## src/rtl/fphub_adder_pipe.sv

```systemverilog
// Three-stage HUB floating-point add/sub with valid/ready flow; one op per cycle, whole pipe stalls
// while the output is held. Optional {invalid, overflow, underflow} flags port under FPHUB_ADDER_FLAGS_EN.
module fphub_adder_pipe #(
  parameter int M     = 23,
  parameter int E     = 8,
  parameter int TAG_W = 4
) (
  input  logic             clk,
  input  logic             rst,
  input  logic             in_valid,
  output logic             in_ready,
  input  logic [E+M:0]     X,
  input  logic [E+M:0]     Y,
  input  logic             op,
  input  logic [TAG_W-1:0] in_tag,
  output logic             out_valid,
  input  logic             out_ready,
  output logic [E+M:0]     Z,
  output logic [TAG_W-1:0] out_tag
`ifdef FPHUB_ADDER_FLAGS_EN
  ,
  output logic [2:0]       flags
`endif
);

  localparam int S  = M + 3;
  localparam int PW = $clog2(S);
  localparam logic [E-1:0] S_E  = E'(S);
  localparam logic [E+M:0] QNAN = {1'b0, {E{1'b1}}, 1'b1, {(M-1){1'b0}}};

  logic advance;
  logic v1_d, v2_d, v3_d, v1_q, v2_q, v3_q;

  logic             sx, sy, x_zero, y_zero, x_inf, y_inf, x_nan, y_nan, x_major;
  logic [E-1:0]     ex, ey, d;
  logic [M-1:0]     mx, my;
  logic [S-1:0]     sig_x, sig_y, min_raw;

  logic             sign1_d, sign1_q, sub1_d, sub1_q, spec1_d, spec1_q;
  logic [E-1:0]     exp1_d, exp1_q;
  logic [S-1:0]     maj1_d, maj1_q, min1_d, min1_q;
  logic [E+M:0]     specz1_d, specz1_q;
  logic [TAG_W-1:0] tag1_d, tag1_q;

  logic             sign2_d, sign2_q, spec2_d, spec2_q;
  logic [E-1:0]     exp2_d, exp2_q;
  logic [S-1:0]     sum2_d, sum2_q;
  logic [PW-1:0]    pos2_d, pos2_q;
  logic [E+M:0]     specz2_d, specz2_q;
  logic [TAG_W-1:0] tag2_d, tag2_q;

  logic [PW-1:0]    sh;
  logic [E+1:0]     exp_n;
  logic [M-1:0]     mant;
  logic [E+M:0]     z_d, z_q;
  logic [TAG_W-1:0] tag3_d, tag3_q;

`ifdef FPHUB_ADDER_FLAGS_EN
  logic       inval1_d, inval1_q, inval2_d, inval2_q;
  logic [2:0] flags_d, flags_q;
`endif

  assign advance   = out_ready | ~v3_q;
  assign in_ready  = advance;
  assign out_valid = v3_q;
  assign Z         = z_q;
  assign out_tag   = tag3_q;
`ifdef FPHUB_ADDER_FLAGS_EN
  assign flags     = flags_q;
`endif

  assign sx = X[E+M];
  assign sy = Y[E+M] ^ op;
  assign ex = X[E+M-1:M];
  assign ey = Y[E+M-1:M];
  assign mx = X[M-1:0];
  assign my = Y[M-1:0];

  always_comb begin
    v1_d = in_valid;
    v2_d = v1_q;
    v3_d = v2_q;
  end

  // Stage 1: classify, pick the major operand, align the minor one.
  always_comb begin
    x_zero  = (ex == '0);
    y_zero  = (ey == '0);
    x_inf   = (&ex) && (mx == '0);
    y_inf   = (&ey) && (my == '0);
    x_nan   = (&ex) && (mx != '0);
    y_nan   = (&ey) && (my != '0);
    x_major = (ex > ey) || ((ex == ey) && (mx >= my));
    sig_x   = {2'b01, mx, 1'b1};
    sig_y   = {2'b01, my, 1'b1};
    if (x_major) begin
      sign1_d = sx;
      exp1_d  = ex;
      maj1_d  = sig_x;
      min_raw = sig_y;
      d       = ex - ey;
    end else begin
      sign1_d = sy;
      exp1_d  = ey;
      maj1_d  = sig_y;
      min_raw = sig_x;
      d       = ey - ex;
    end
    min1_d   = (d >= S_E) ? '0 : (min_raw >> d);
    sub1_d   = sx ^ sy;
    tag1_d   = in_tag;
    spec1_d  = 1'b1;
    specz1_d = '0;
`ifdef FPHUB_ADDER_FLAGS_EN
    inval1_d = 1'b0;
`endif
    if (x_nan || y_nan) begin
      specz1_d = QNAN;
    end else if (x_inf && y_inf && (sx != sy)) begin
      specz1_d = QNAN;
`ifdef FPHUB_ADDER_FLAGS_EN
      inval1_d = 1'b1;
`endif
    end else if (x_inf) begin
      specz1_d = {sx, X[E+M-1:0]};
    end else if (y_inf) begin
      specz1_d = {sy, Y[E+M-1:0]};
    end else if (x_zero && y_zero) begin
      specz1_d = {sx & sy, {(E+M){1'b0}}};
    end else if (x_zero) begin
      specz1_d = {sy, Y[E+M-1:0]};
    end else if (y_zero) begin
      specz1_d = X;
    end else begin
      spec1_d = 1'b0;
    end
  end

  // Stage 2: add or subtract aligned significands and locate the leading one.
  always_comb begin
    sum2_d   = sub1_q ? (maj1_q - min1_q) : (maj1_q + min1_q);
    pos2_d   = '0;
    for (int i = 0; i < S; i++) begin
      if (sum2_d[i]) pos2_d = PW'(i);
    end
    sign2_d  = sign1_q;
    exp2_d   = exp1_q;
    spec2_d  = spec1_q;
    specz2_d = specz1_q;
    tag2_d   = tag1_q;
`ifdef FPHUB_ADDER_FLAGS_EN
    inval2_d = inval1_q;
`endif
  end

  // Stage 3: normalise, truncate (HUB rounding), saturate and pack.
  always_comb begin
    sh     = PW'(M + 1) - pos2_q;
    tag3_d = tag2_q;
    if (sum2_q[S-1]) begin
      exp_n = {2'b00, exp2_q} + (E+2)'(1);
      mant  = sum2_q[S-2:2];
    end else begin
      exp_n = {2'b00, exp2_q} - (E+2)'(sh);
      mant  = M'((sum2_q << sh) >> 1);
    end
`ifdef FPHUB_ADDER_FLAGS_EN
    flags_d = {inval2_q, 2'b00};
`endif
    if (spec2_q) begin
      z_d = specz2_q;
    end else if (sum2_q == '0) begin
      z_d = '0;
    end else if (!exp_n[E+1] && (exp_n[E] || (&exp_n[E-1:0]))) begin
      z_d = {sign2_q, {E{1'b1}}, {M{1'b0}}};
`ifdef FPHUB_ADDER_FLAGS_EN
      flags_d[1] = 1'b1;
`endif
    end else if (exp_n[E+1] || (exp_n == '0)) begin
      z_d = {sign2_q, {(E+M){1'b0}}};
`ifdef FPHUB_ADDER_FLAGS_EN
      flags_d[0] = 1'b1;
`endif
    end else begin
      z_d = {sign2_q, exp_n[E-1:0], mant};
    end
  end

  always_ff @(posedge clk) begin
    if (rst) begin
      v1_q    <= 1'b0;
      v2_q    <= 1'b0;
      v3_q    <= 1'b0;
      z_q     <= '0;
      tag3_q  <= '0;
`ifdef FPHUB_ADDER_FLAGS_EN
      flags_q <= '0;
`endif
    end else if (advance) begin
      v1_q    <= v1_d;
      v2_q    <= v2_d;
      v3_q    <= v3_d;
      z_q     <= z_d;
      tag3_q  <= tag3_d;
`ifdef FPHUB_ADDER_FLAGS_EN
      flags_q <= flags_d;
`endif
    end
  end

  always_ff @(posedge clk) begin
    if (advance) begin
      sign1_q  <= sign1_d;
      sub1_q   <= sub1_d;
      spec1_q  <= spec1_d;
      exp1_q   <= exp1_d;
      maj1_q   <= maj1_d;
      min1_q   <= min1_d;
      specz1_q <= specz1_d;
      tag1_q   <= tag1_d;
      sign2_q  <= sign2_d;
      spec2_q  <= spec2_d;
      exp2_q   <= exp2_d;
      sum2_q   <= sum2_d;
      pos2_q   <= pos2_d;
      specz2_q <= specz2_d;
      tag2_q   <= tag2_d;
`ifdef FPHUB_ADDER_FLAGS_EN
      inval1_q <= inval1_d;
      inval2_q <= inval2_d;
`endif
    end
  end

endmodule

```

## config.mk

```make
export PLATFORM = sky130hd
export DESIGN_NAME = fphub_adder_pipe
export DESIGN_NICKNAME = d
export VERILOG_FILES = /design/src/rtl/fphub_adder_pipe.sv
export SDC_FILE = /design/constraint.sdc
export NUM_CORES = 1
export LEC_CHECK = 0
export BUFFER_PORTS_ARGS = -buffer_cell sky130_fd_sc_hd__buf_2
export CELL_PAD_IN_SITES_DETAIL_PLACEMENT = 2
export CELL_PAD_IN_SITES_GLOBAL_PLACEMENT = 2
export CORE_UTILIZATION = 39
export DETAILED_ROUTE_END_ITERATION = 12
export HOLD_SLACK_MARGIN = 0.02
export PLACE_DENSITY_LB_ADDON = 0.2
export SLEW_MARGIN = 10
export SYNTH_ARGS = -nofsm -noshare
export SYNTH_HDL_FRONTEND = slang
export SYNTH_SLANG_ARGS = --single-unit
```

## constraint.sdc

```tcl
create_clock -name clk -period 7.3 [get_ports clk]
set_input_delay 0.73 -clock clk [delete_from_list [all_inputs] [get_ports clk]]
set_output_delay 0.73 -clock clk [all_outputs]
set_load 0.05 [all_outputs]
```

==> flow_summary.rst <==
.. list-table::
   :header-rows: 1

   * - Metric
     - Value
   * - Top-area cell type share of the netlist area
     - ~34%
   * - Insertion delay to the later sink of the worst-skew pair
     - 0.56 ns
   * - Total Negative Setup Slacks
     - 0 ns
   * - Top cells by area, synth
     - edfxtp_1 34%, ha_1 5.8%, dfxtp_1 5.1%
   * - Fraction of power consumed by the clock network
     - 17.8%
   * - Number of global-route vias before repair
     - 14700
   * - Antenna violations before repair
     - 1
   * - R2r worst-path depth
     - 16
   * - Htree depth
     - 1
   * - Result of the run
     - finished, final reports clean
   * - Unique cell type count in the Yosys netlist
     - 90
   * - DR WL/cell
     - 27.1 um
   * - Clock buffer depth
     - 3
   * - Cell chosen for the clock root
     - clkbuf_16
   * - Source of the critical timing path
     - min1_q[5]
   * - Number of placement rows
     - 72
   * - Cell internal power dissipation
     - roughly 3.6 mW
   * - Sequential share of the synthesized area
     - 39.1%
   * - Final slew viol count
     - 0
   * - Layout cell share with drive strength beyond 1
     - 14.2%
   * - Via total after detailed routing
     - 13800
   * - Crit Path Class
     - reg2reg
   * - Diodes inserted
     - 0
   * - Setup Skew
     - 0.0208 ns
   * - Detailed Route Iter0 Violations
     - ~960
   * - Number of register bits inferred by synthesis
     - 211
   * - Initial DRT Pass Iterations
     - 5
   * - Aggregate global-route resource usage
     - between 30% and 40%
   * - Count of flip-flops with a built-in enable after synthesis
     - 172
   * - Gpl congestion
     - around 0.97
   * - GRT Residual Overflow
     - 0
   * - Post-Syn Area per Cell
     - 9.37 um^2
   * - Proportion of register bits with asynchronous set or reset after synthesis
     - 0%
   * - Clock sink total
     - 211
   * - Maximum fanout along the worst path
     - 5
   * - Worst Hold Slack
     - 0.356 ns
   * - RSZ-0062 raised after global routing
     - no
   * - Count of pins on the block boundary
     - 111
   * - Least-Margin Pin Slew
     - 1.16 ns
   * - IO Port Bufs
     - 110
   * - Fraction of power consumed by combinational cells
     - between 50% and 60%
   * - Wire length of the first global-routing pass
     - 90700 um
   * - NumNets Final
     - between 1500 and 2000
   * - Max transition margin
     - 22.7%
   * - Capturing point of the worst reg2reg path
     - pos2_q[0]
   * - Die Wd
     - 200 um
   * - Pin count of the biggest net entering global routing
     - 138
   * - End point of the critical path
     - pos2_q[0]
   * - Number of antenna-violating nets in the routed design
     - 0
   * - Length of routed met3 wiring
     - 2800 um
   * - TritonCTS clock tree
     - yes
   * - Vias per std cell
     - 6.19
   * - Psw
     - 3.28 mW
   * - Worst setup SP type
     - flop
   * - Max-capacitance violation count
     - 0
   * - Number of warnings printed during yosys synthesis
     - 0
   * - Time the final worst path needs with I/O delays and setup
     - between 5 and 6 ns
   * - Post-synth design cell area
     - 15200 um^2
   * - CP Data Arrival Time
     - 5.58 ns
   * - Detailed route wirelength on metal2
     - 30100 um
   * - Buffers inserted by post-CTS timing repair
     - 0
   * - Number of buffers added by the clock tree synthesis step
     - 25
   * - Count of instances resized after the clock tree is built
     - 0
   * - Setup-failing EPs final
     - 0
   * - Internal reg-to-reg setup slack
     - 2.08 ns
   * - Fin crit share
     - 71.5%
   * - Most frequently used flop master after synthesis
     - edfxtp_1
   * - Static leakage
     - 6.85 nW
   * - Area added between synthesis and finish
     - 11.8%
   * - Top layer in use
     - met4
   * - Final Hold Violating Endpoints
     - 0
   * - Starting utilization of the core area
     - between 30% and 40%
   * - Routed metal-1 wire length
     - roughly 25000 um
   * - Nature of the critical path endpoint
     - flop
   * - Sum of routed wire length over all layers
     - 60500 um
   * - Die height
     - 200 um
   * - Clock transition time at the flip-flop clock pins of the worst setup and hold paths
     - 0.06 ns
   * - DRC violation count after routing
     - 0
   * - Type of the most critical hold path
     - in2reg
   * - CTS Hold Buffers Added
     - 0
   * - Portion of total power attributed to sequential cells
     - 26.5%
   * - Core footprint
     - 38600 um^2
   * - Proportion of total power due to net switching
     - between 40% and 50%
   * - Cell count after synthesis
     - 1624
   * - Die area
     - roughly 40000 um^2
   * - FF-to-FF Start
     - min1_q[5]
   * - Highest attainable clock frequency
     - between 150 and 200 MHz
   * - Data required, critical path
     - 7.66 ns
   * - Nets in the synthesized netlist
     - 1771
   * - VDD IR-drop max
     - 0.148 mV
   * - Cell type with the highest aggregate area in the netlist
     - edfxtp_1
   * - HPWL after detailed placement
     - 46600 um
   * - Power density cells
     - 406 nW/um^2
[power by group through the flow]
stage               Combinational [mW]  Sequential [mW]  Clock, mW
CTS                               3.82             1.83       1.25
floorplan                         2.46             1.97          0
global route                      4.14             1.85       1.29
finish                            3.86             1.83       1.23
detailed placement                3.78             1.85          0
global placement                  3.63             1.83          0
[state kept, by name (all words and copies together), names as in the netlist, 4 cells and up]
register,flops
pos2_q,5
tag2_q,4
exp2_q,8
maj1_q,23
specz2_q,32
specz1_q,32
exp1_q,8
Z,32
sum2_q,26
tag1_q,4
min1_q,25
out_tag,4
[metal layers]
| metal | up-vias | track usage, % |
|---|---|---|
| li1 | 6319 | - |
| met1 | 6977 | 37.5 |
| met2 | 398 | 53.8 |
| met3 | 121 | 3.49 |
| met4 | 0 | 11.1 |
| met5 | - | 0 |
[cell usage in the layout (no fill, tap or decap), types with 40 or more instances in the layout]
cell type	netlist	final
inv_1	94	93
nor2_1	130	130
a21oi_1	96	96
ha_1	70	69
nor3_1	40	40
o21ai_0	100	100
edfxtp_1	172	172
a211oi_1	46	46
buf_2	17	110
mux2i_1	55	55
nand2_1	142	142
a22oi_1	48	48
[critical path, cell delays in order (launching register included)]
cell,delay (ns)
edfxtp_1,0.43
or4_1,0.65
nor3_1,0.24
nand2_1,0.09
nor2_1,0.18
and2_1,0.28
a21oi_1,0.12
xnor2_1,0.14
ha_1,0.33
and3_1,0.22
a32o_1,0.29
nor4b_1,0.60
o31ai_1,0.27
a2111oi_0,0.73
nor3_1,0.20
o221a_2,0.17
o31ai_1,0.08
[per-stage QoR]
step           setup slack [ns]  std cells  area [um^2]  power (mW)  utilization (%)
2_1_floorplan             0.138       1624        15200        4.42                -
3_3_place_gp               2.35       2185        16200        5.46             42.1
3_5_place_dp               2.18       2185        16200        5.63             42.1
4_1_cts                    2.13       2231        17000        6.90             44.2
5_1_grt                    1.76       2231        17000        7.28             44.2
6_report                   2.08       2231        17000        6.91             44.2
[synth_stat cells (8+ instances only)]
library cell    n
a211oi_1       46
a21o_1         22
a21oi_1        96
a221o_1         9
a22o_1         11
a22oi_1        48
a311oi_1        9
a31oi_1        14
a32oi_1         9
and2_1         21
and3_1         10
buf_2          17
clkbuf_1       60
dfxtp_1        39
edfxtp_1      172
ha_1           70
inv_1          94
mux2_2         21
mux2i_1        55
mux4_2         19
nand2_1       142
nand2b_1       14
nand3_1        34
nand4_1        26
nor2_1        130
nor2b_1        26
nor3_1         40
nor4_1         39
o211ai_1       11
o21ai_0       100
o21bai_1        9
o31ai_1        11
or3_1           8
or4_1           8
xnor2_1        38
xor2_1         11
[layout make-up]
class	count	area [um^2]
fillers	4277	21500
multi-input cells	1228	8550
clock buffers	30	644
inverters	97	372
flip-flops and latches	211	5950
well taps	518	648
clock inverters	16	154
repair buffers	131	708
[cell families (layout without fill, tap and decap cells)]
kind of cell / count (synthesis) / in the layout / share of synthesized area [%]
xor gates and xnor gates: 49 / 49 / 2.82
AOI/OAI and AO/OA: 483 / 483 / 21.9
muxes: 96 / 96 / 8.08
adders and majority gates: 74 / 74 / 6.28
DFF: 211 / 211 / 39.1
buffers and inverters: 185 / 274 / 4.87
and+or+nand+nor: 526 / 526 / 17.0
[worst min path at each step]
| stage | start | to | cells after the start | slack, ns |
|---|---|---|---|---|
| 2_1_floorplan | exp1_q[0] | exp2_q[0] | 0 | 0.40 |
| 3_3_place_gp | specz1_q[12] | specz2_q[12] | 0 | 0.40 |
| 3_5_place_dp | tag1_q[2] | tag2_q[2] | 0 | 0.41 |
| 4_1_cts | in_tag[3] | tag1_q[3] | 1 | 0.33 |
| 5_1_grt | in_tag[1] | tag1_q[1] | 1 | 0.34 |
| 6_report | in_tag[3] | tag1_q[3] | 1 | 0.36 |
Power figures use the tool's default switching activity.
